==> src/rtl/alu_pkg.sv <==
// rtl/alu_pkg.sv - shared shift opcodes, widths and request record
// Purpose: common types for the shift issue stage and its shift core.
// Contents: DATA_W/AMT_W widths, shift_op_e opcode enum, shift_req_t record.
package alu_pkg;

  localparam int DATA_W = 32;
  localparam int AMT_W  = 5;

  typedef enum logic [1:0] {
    SHIFT_SLL = 2'b00,
    SHIFT_SRL = 2'b01,
    SHIFT_SRA = 2'b10,
    SHIFT_RSV = 2'b11
  } shift_op_e;

  // The tag width is a parameter of the issue unit, so the tag is wrapped
  // around this record there rather than carried inside it.
  typedef struct packed {
    shift_op_e           op;
    logic [DATA_W-1:0]   data;
    logic [AMT_W-1:0]    amt;
  } shift_req_t;

endpackage

==> src/rtl/shift_core.sv <==
// rtl/shift_core.sv - combinational 32-bit log-stage shifter
// Purpose: SLL / SRL / SRA through 16/8/4/2/1 stages; reserved op passes through.
// Ports:
//   i_op      opcode (shift_op_e)
//   i_data    operand
//   i_amt     shift amount 0..31
//   o_data    shifted result
//   o_illegal high for the reserved opcode
module shift_core
  import alu_pkg::*;
(
  input  shift_op_e         i_op,
  input  logic [DATA_W-1:0] i_data,
  input  logic [AMT_W-1:0]  i_amt,
  output logic [DATA_W-1:0] o_data,
  output logic              o_illegal
);

  logic w_fill;
  logic [DATA_W-1:0] w_stage;

  always_comb begin
    w_fill  = (i_op == SHIFT_SRA) && i_data[DATA_W-1];
    w_stage = i_data;
    for (int k = AMT_W - 1; k >= 0; k--) begin
      if (i_amt[k]) begin
        case (i_op)
          SHIFT_SLL: w_stage = w_stage << (1 << k);
          // Right shift with ones fill is the complement of a zero-fill
          // shift of the complement.
          SHIFT_SRL,
          SHIFT_SRA: w_stage = w_fill ? ~((~w_stage) >> (1 << k))
                                      : (w_stage >> (1 << k));
          default:   w_stage = w_stage;
        endcase
      end
    end
    o_data    = w_stage;
    o_illegal = (i_op == SHIFT_RSV);
  end

endmodule

==> src/rtl/shift_issue_unit.sv <==
// rtl/shift_issue_unit.sv - request FIFO feeding shift core and result register
// Purpose: buffers shift requests, shifts the head entry and holds the result
//   in a registered output stage with its own valid/ready handshake.
// Ports:
//   clk, rst_n (async active-low), flush (sync clear)
//   in_valid/in_ready/in_op/in_data/in_amt/in_tag   request side
//   out_valid/out_ready/out_data/out_tag/out_illegal result side
//   count                                           FIFO occupancy
module shift_issue_unit
  import alu_pkg::*;
#(
  parameter int DEPTH = 4,
  parameter int TAG_W = 4
) (
  input  logic                       clk,
  input  logic                       rst_n,
  input  logic                       flush,
  input  logic                       in_valid,
  output logic                       in_ready,
  input  logic [1:0]                 in_op,
  input  logic [DATA_W-1:0]          in_data,
  input  logic [AMT_W-1:0]           in_amt,
  input  logic [TAG_W-1:0]           in_tag,
  output logic                       out_valid,
  input  logic                       out_ready,
  output logic [DATA_W-1:0]          out_data,
  output logic [TAG_W-1:0]           out_tag,
  output logic                       out_illegal,
  output logic [$clog2(DEPTH+1)-1:0] count
);

  localparam int PTR_W = $clog2(DEPTH);
  localparam int CNT_W = $clog2(DEPTH + 1);
  localparam logic [CNT_W-1:0] DEPTH_C = CNT_W'(DEPTH);

  typedef struct packed {
    shift_req_t       req;
    logic [TAG_W-1:0] tag;
  } entry_t;

  entry_t            r_mem [DEPTH];
  logic [PTR_W-1:0]  r_head;
  logic [PTR_W-1:0]  r_tail;
  logic [CNT_W-1:0]  r_count;
  logic              r_out_valid;
  logic [DATA_W-1:0] r_out_data;
  logic [TAG_W-1:0]  r_out_tag;
  logic              r_out_illegal;

  entry_t            w_in;
  entry_t            w_head;
  logic              w_push;
  logic              w_pop;
  logic [DATA_W-1:0] w_core_data;
  logic              w_core_illegal;

  always_comb begin
    w_in.req.op   = shift_op_e'(in_op);
    w_in.req.data = in_data;
    w_in.req.amt  = in_amt;
    w_in.tag      = in_tag;
  end

  // in_ready looks only at the registered count, so out_ready never reaches it.
  assign in_ready = (r_count < DEPTH_C);
  assign w_push   = in_valid && in_ready;
  assign w_pop    = (r_count != '0) && (!r_out_valid || out_ready);
  assign w_head   = r_mem[r_head];

  shift_core u_shift_core (
    .i_op      (w_head.req.op),
    .i_data    (w_head.req.data),
    .i_amt     (w_head.req.amt),
    .o_data    (w_core_data),
    .o_illegal (w_core_illegal)
  );

  // Storage carries no reset; only pointers and count define validity.
  always_ff @(posedge clk) begin
    if (w_push && !flush) begin
      r_mem[r_tail] <= w_in;
    end
  end

  always_ff @(posedge clk or negedge rst_n) begin
    if (!rst_n) begin
      r_head        <= '0;
      r_tail        <= '0;
      r_count       <= '0;
      r_out_valid   <= 1'b0;
      r_out_data    <= '0;
      r_out_tag     <= '0;
      r_out_illegal <= 1'b0;
    end else if (flush) begin
      r_head      <= '0;
      r_tail      <= '0;
      r_count     <= '0;
      r_out_valid <= 1'b0;
    end else begin
      if (w_push) begin
        r_tail <= r_tail + 1'b1;
      end
      if (w_pop) begin
        r_head        <= r_head + 1'b1;
        r_out_valid   <= 1'b1;
        r_out_data    <= w_core_data;
        r_out_tag     <= w_head.tag;
        r_out_illegal <= w_core_illegal;
      end else if (out_ready) begin
        // Consumer took the result and nothing is queued behind it.
        r_out_valid <= 1'b0;
      end
      case ({w_push, w_pop})
        2'b10:   r_count <= r_count + 1'b1;
        2'b01:   r_count <= r_count - 1'b1;
        default: r_count <= r_count;
      endcase
    end
  end

  assign out_valid   = r_out_valid;
  assign out_data    = r_out_data;
  assign out_tag     = r_out_tag;
  assign out_illegal = r_out_illegal;
  assign count       = r_count;

endmodule

==> config.mk <==
export PLATFORM = sky130hd
export DESIGN_NAME = shift_issue_unit
export DESIGN_NICKNAME = d
export VERILOG_FILES = /design/src/rtl/alu_pkg.sv /design/src/rtl/shift_core.sv /design/src/rtl/shift_issue_unit.sv
export SDC_FILE = /design/constraint.sdc
export NUM_CORES = 1
export LEC_CHECK = 0
export ABC_AREA = 1
export ABC_CLOCK_PERIOD_IN_PS = 4300
export CORE_UTILIZATION = 59
export DETAILED_ROUTE_END_ITERATION = 10
export PLACE_DENSITY = 0.89
export SYNTH_ARGS = -nofsm -noshare
export SYNTH_HDL_FRONTEND = slang
export SYNTH_SLANG_ARGS = --single-unit
==> constraint.sdc <==
create_clock -name clk -period 4.3 [get_ports clk]
set_input_delay 1.075 -clock clk [delete_from_list [all_inputs] [get_ports clk]]
set_output_delay 1.075 -clock clk [all_outputs]
set_load 0.01 [all_outputs]
; Word level (Yosys, flattened, before mapping)
; Memories as Yosys holds them, arrays and structs flattened.
; Cells that the tools add are included.
[op_classes]
n_addsub = 4
n_mul = 0
n_div = 0
order_cmp = 1
n_eq_ne = 5
shifts = 0
muxes = 26
bitwise_logic = 11
reduce_logical = 15
[ops]
columns = operator, count
row1 = $mux 32, 10
row2 = $pmux 32 s2, 5
row3 = $not 32->32, 5
row4 = $not 16->32, 1
row5 = $not 24->32, 1
row6 = $not 28->32, 1
row7 = $not 30->32, 1
row8 = $not 31->32, 1
row9 = $reduce_bool 3->1, 3
row10 = $mux 2, 4
row11 = $eq 2x2->1 const B, 3
row12 = $pmux 3 s2, 1
row13 = $mux 1, 5
row14 = $add 2x1->2 const B, 2
row15 = $eq 2x1->1 const B, 2
row16 = $logic_and 1x1->1, 4
row17 = $reduce_bool 2->1, 2
row18 = $add 3x1->3 const B, 1
row19 = $lt 3x3->1 const B, 1
row20 = $mux 3, 1
row21 = $sub 3x1->3 const B, 1
row22 = $logic_not 1->1, 2
row23 = $logic_not 2->1, 1
row24 = $reduce_and 2->1, 1
row25 = 3 further kinds, 3
[word_totals]
register_bits = 45
latchBits = 0
ramBits = 172
mem_bits_ro = 0
input_bits = 48
out_inout_bits = 42
elab_cells = 70
mem_count = 1
[memory_table]
columns = name, words, width, rd, rd_clocked_by_memory_dff, write_ports, line
row1 = r_mem, 4, 43, 1, 0, 1, shift_issue_unit.sv:41  ; entry_t r_mem [DEPTH];

; Depth between registers and ports, before layout
; An unclocked memory read counts as a cell.
[logic_depth]
ltp_word = 26
mapped_depth = 26
ltp_nobuf = 20

; Modules after synthesis
; Synthesis repeated with hierarchy kept, for this count alone.
[unflattened]
cells_unflattened = 1366
hier_area_um2 = 11688.7
[by_module_without_submodules]
columns = mod, instances, cells_each, area_each_um2, seq_area_each_um2
row1 = shift_issue_unit, 1, 648, 8413.1, 6291.0
row2 = shift_core, 1, 718, 3275.6, 0.0

; Worst setup path before layout
; No wires, ideal clock.
[synth_path]
path_kind = input -> register
startpoint = in in_valid
endpoint = mem r_mem[0][0] (netlist bit), enable pin
setup_ps = 443
arrival_ps = 3184
t_required_ps = 3857
slack_ps = 672
path_stages = 4
path_buffers = 0
path_cell_list = nand2_1 nor2_1 inv_1 nor2_1
[synth_via]
elab_chain_cells = 4
[synth_rtl]
columns = item, line
row1 = from (decl), shift_issue_unit.sv:18  ; input logic in_valid,
row2 = $logic_and 1x1->1, shift_issue_unit.sv:66  ; assign w_push = in_valid && in_ready;
row3 = $logic_and 1x1->1, shift_issue_unit.sv:80  ; if (w_push && !flush) begin
row4 = $mux 1, shift_issue_unit.sv:80
row5 = $mux 1 (implied by the code), shift_issue_unit.sv:81  ; r_mem[r_tail] <= w_in;
row6 = to (decl), shift_issue_unit.sv:41
; No other way between the ends.

; Worst setup path after layout
[layout_path]
startpoint = reg r_head[0]
endpoint = reg r_out_data[15] (netlist: out_data[15])
[layout_via]
elab_chain_cells = 26
word_cells_on_any_way = 31
cone_classes = eq/ne: 2 / mux: 15 / bitwise: 10 / reduce/logical: 3 / memory: 1
[layout_rtl]
columns = item, line
row1 = from (decl), shift_issue_unit.sv:42  ; logic [PTR_W-1:0] r_head;
row2 = from (signal assigned), shift_issue_unit.sv:104  ; r_head <= r_head + 1'b1;
row3 = $mem_v2 4x43 *, -
row4 = $eq 2x2->1, "shift_core.sv:23, shift_core.sv:27"
row5 = $logic_and 1x1->1, shift_core.sv:23  ; w_fill = (i_op == SHIFT_SRA) && i_data[DATA_W-1];
row6 = $mux 32, shift_core.sv:32  ; SHIFT_SRA: w_stage = w_fill ? ~((~w_stage) >> (1 << k))
row7 = $pmux 32 s2, shift_core.sv:27  ; case (i_op)
row8 = $mux 32, shift_core.sv:26  ; if (i_amt[k]) begin
row9 = $not 32->32, shift_core.sv:32
row10 = $not 24->32, shift_core.sv:32
row11 = [10 not listed], -
row12 = $mux 32, shift_core.sv:32
row13 = $pmux 32 s2, shift_core.sv:27
row14 = $mux 32, shift_core.sv:26
row15 = $not 32->32, shift_core.sv:32
row16 = $not 31->32, shift_core.sv:32
row17 = $mux 32, shift_core.sv:32
row18 = $pmux 32 s2, shift_core.sv:27
row19 = $mux 32 *, shift_core.sv:26
row20 = to (signal assigned), shift_issue_unit.sv:106  ; r_out_data <= w_core_data;
row21 = to (decl), shift_issue_unit.sv:46  ; logic [DATA_W-1:0] r_out_data;
; Every way passes the cells marked *; elsewhere a longest branch is shown, timed or not.
; A chain may end at the register's enable or synchronous reset.

==> flow_summary_export.csv <==
group,metric,value,unit
sta,setup_slack,566,ps
synthesis,synth_flop_cell,"edfxtp_1",
floorplanning,die_width,145,um
synthesis,synth_top_area_cell,"edfxtp_1",
clocking,postCtsSetupRepairBufs,0,
synthesis,synth_top_area_share,42.9,%
clocking,cts_tree,"done",
hold_path,hold_path.class,"flip-flop to flip-flop",
clocking,clock_sinks,217,
synthesis,ys_seq_elements,217,
setup_path,reg2reg_from,"r_head[0]",
sta,fmax,0.268,GHz
clocking,cts_buffer_depth,3,
grt,first_global_vias,9866,
routing,routedWlPerCell,17.1,um
routing,vias_per_cell,5.75,
place,placedCellCount,1745,
synthesis,yosysSeqAreaShare,52.2,%
synthesis,synth.distinct_cells,36,
sta,slew-limit-headroom,38.9,%
grt,grt.total_usage,29.8,%
synthesis,async_reset_ff_share,20.7,%
grt,grt_pass1_wl,50.5,mm
sta,fin_skew,12.5,ps
sta,finalSetupViolCount,0,
sta,whs,478,ps
synthesis,yosysWarningCount,0,
floorplanning,dieArea,0.0210,mm^2
routing,antenna_left,0,
sta,min_period,3730,ps
sta,min_period_over_period,86.8,%
clocking,clock_latency,530,ps
routing,drt_iter0_markers,1142,
place,post-place-ws,686,ps
final_layout,syn2layout_area_growth,13.8,%
synthesis,synth_area,0.0121,mm^2
grt,grt_max_degree,48,
clocking,ctsRootBufferMaster,"clkbuf_16",
setup_path,crit_path_end_kind,"flip-flop",
routing,drc,0,
setup_path,critPathLaunch,"r_head[0]",
synthesis,synth_edf_count,172,
floorplanning,io_pins,90,
place,hpwl,20.3,mm
flow_run,cap_violations,0,
sta,finalSetupTns,0,ps
floorplanning,die_height,145,um
final_layout,instances_no_fill,1786,
setup_path,worstPathArrival,4140,ps
floorplanning,start_util,61.1,%
place,port_buffers,89,
grt,grt_antenna_before_repair,0,
grt,gr-total-overflow,0,
clocking,h-tree-depth,1,
status,outcome,"completed",
place,gp_congestion,1.02,
hold_path,min_from,"out_tag[2]",
routing,wl,30.6,mm
synthesis,syn-num-nets,1504,
sta,rsz0062_at_grt,"false",
sta,slew_viol_final,0,
clocking,cts_resized,0,
setup_path,crit_fanout,41,
synthesis,synthTopCellsByArea,"edfxtp_1 43%, nand2_1 19%, nand3_1 10%",
routing,firstDrtPassIters,6,
floorplanning,core,0.0197,mm^2
final_layout,antenna_cells,0,
clocking,cts_hold_buf,0,
clocking,path_clk_slew,60,ps
floorplanning,row_count,51,
sta,hold_viol,0,
synthesis,synth_area_per_cell,8.32,um^2
routing,vias,10300,
setup_path,required,4710,ps
final_layout,layout.nets,1561,
setup_path,setup.worst_path.class,"flip-flop to flip-flop",
synthesis,synthCells,1448,
setup_path,start_kind,"flip-flop",
clocking,cts_inserted_buffers,23,
sta,worstMarginPinSlew,915,ps
final_layout,drive_gt1_share,9.20,%
[path summary, 6_finish.rpt]
path	endpoint	slack [ps]	cells after the start
min in group asynchronous	out_data[3]	530	1
max in group asynchronous	r_head[0]	3050	2
setup / recovery	out_data[15]	570	19
hold / removal	out_tag[2]	480	2
hold reg to reg	out_tag[2]	480	2
setup reg to reg	out_data[15]	570	19
[Yosys cell counts, types with 2 or more instances]
library cell	number
ha_1	7
buf_6	7
o21a_1	2
buf_1	4
o21ai_0	25
or2_0	4
inv_2	3
edfxtp_1	172
nand3_4	3
inv_4	2
or2_2	10
buf_2	39
nand3_1	250
buf_4	14
clkbuf_1	14
nand3_2	49
dfrtp_1	45
inv_1	72
nor2_4	6
or2_1	2
nand2_1	609
o21ai_1	9
a32oi_1	2
a2bb2oi_1	2
nor2_1	65
o22ai_1	5
nand2_2	5
a21oi_1	13
[cells by family (layout without fill, tap and decap cells)]
logic type / Yosys count / count (layout) / share of synthesized area (%)
and+or+nand+nor: 1007 / 1007 / 37.9
buffers and inverters: 156 / 229 / 6.18
adders and majority gates: 8 / 8 / 0.893
xor gates and xnor gates: 1 / 1 / 0.0727
DFF: 217 / 217 / 52.2
AOI/OAI and AO/OA: 59 / 59 / 2.76
[critical path, cell delays in order (launching register included)]
cell and delay (ps):
dfrtp_2 560, inv_4 370, nand2_1 90, a32oi_1 310, inv_1 80, ha_1 380, inv_1 380, nor2_1 120
nand2_1 70, nand2_1 100, a21oi_1 150, nand2_1 120, nand3_1 120, nand3_1 190, nand2_1 130, nand3_2 110
nand2_1 70, nand2_1 70, nor2_1 130, nor2_1 50
[registers in the layout (all words and copies together), names as in the netlist]
| signal | cells |
|---|---|
| count | 3 |
| out_data | 32 |
| out_illegal | 1 |
| out_tag | 4 |
| out_valid | 1 |
| r_head | 2 |
| r_mem | 172 |
| r_tail | 2 |
[routing by layer]
metal  wire length, um  track usage [%]  up-vias
li1                  -                -     4896
met1             12400             39.4     4794
met2             14800             50.3      506
met3              2470             4.28       79
met4               939             10.3        0
met5                 0                0        -
[stage by stage]
stage / instance area (um^2) / util, %
2_1_floorplan: 12100 / -
3_3_place_gp: 13000 / 66.0
3_5_place_dp: 13000 / 66.0
4_1_cts: 13700 / 69.6
5_1_grt: 13700 / 69.6
6_report: 13700 / 69.6
[layout by cell type, fill, tap and decap left out, types with 2 or more instances in the layout]
cell             instances
nand2_1                609
nand3_1                250
edfxtp_1               172
clkdlybuf4s50_1         88
inv_1                   72
nor2_1                  60
nand3_2                 49
dfrtp_1                 44
o21ai_0                 25
clkbuf_16               23
buf_4                   21
a21oi_1                 13
or2_2                   10
nor2_4                  10
o21ai_1                  9
clkbuf_1                 9
ha_1                     7
o22ai_1                  5
nand2_2                  5
or2_0                    4
inv_2                    3
inv_4                    3
clkinv_1                 3
nand3_4                  3
o21a_1                   2
a2bb2oi_1                2
a32oi_1                  2
nor2_2                   2
or2_1                    2
clkinv_2                 2
[final cells by class]
type	instances	area, um^2
timing repair buffer	110	1040
fill	1516	6000
inverter	78	298
clock inverter	8	82.6
sequential	217	6290
tap	265	332
clock buffer	33	623
multi-input combinational	1075	5050
Power is left out: the tool's default activity adds up to more than one toggle a clock period on the data nets, which glitch-free logic cannot reach.
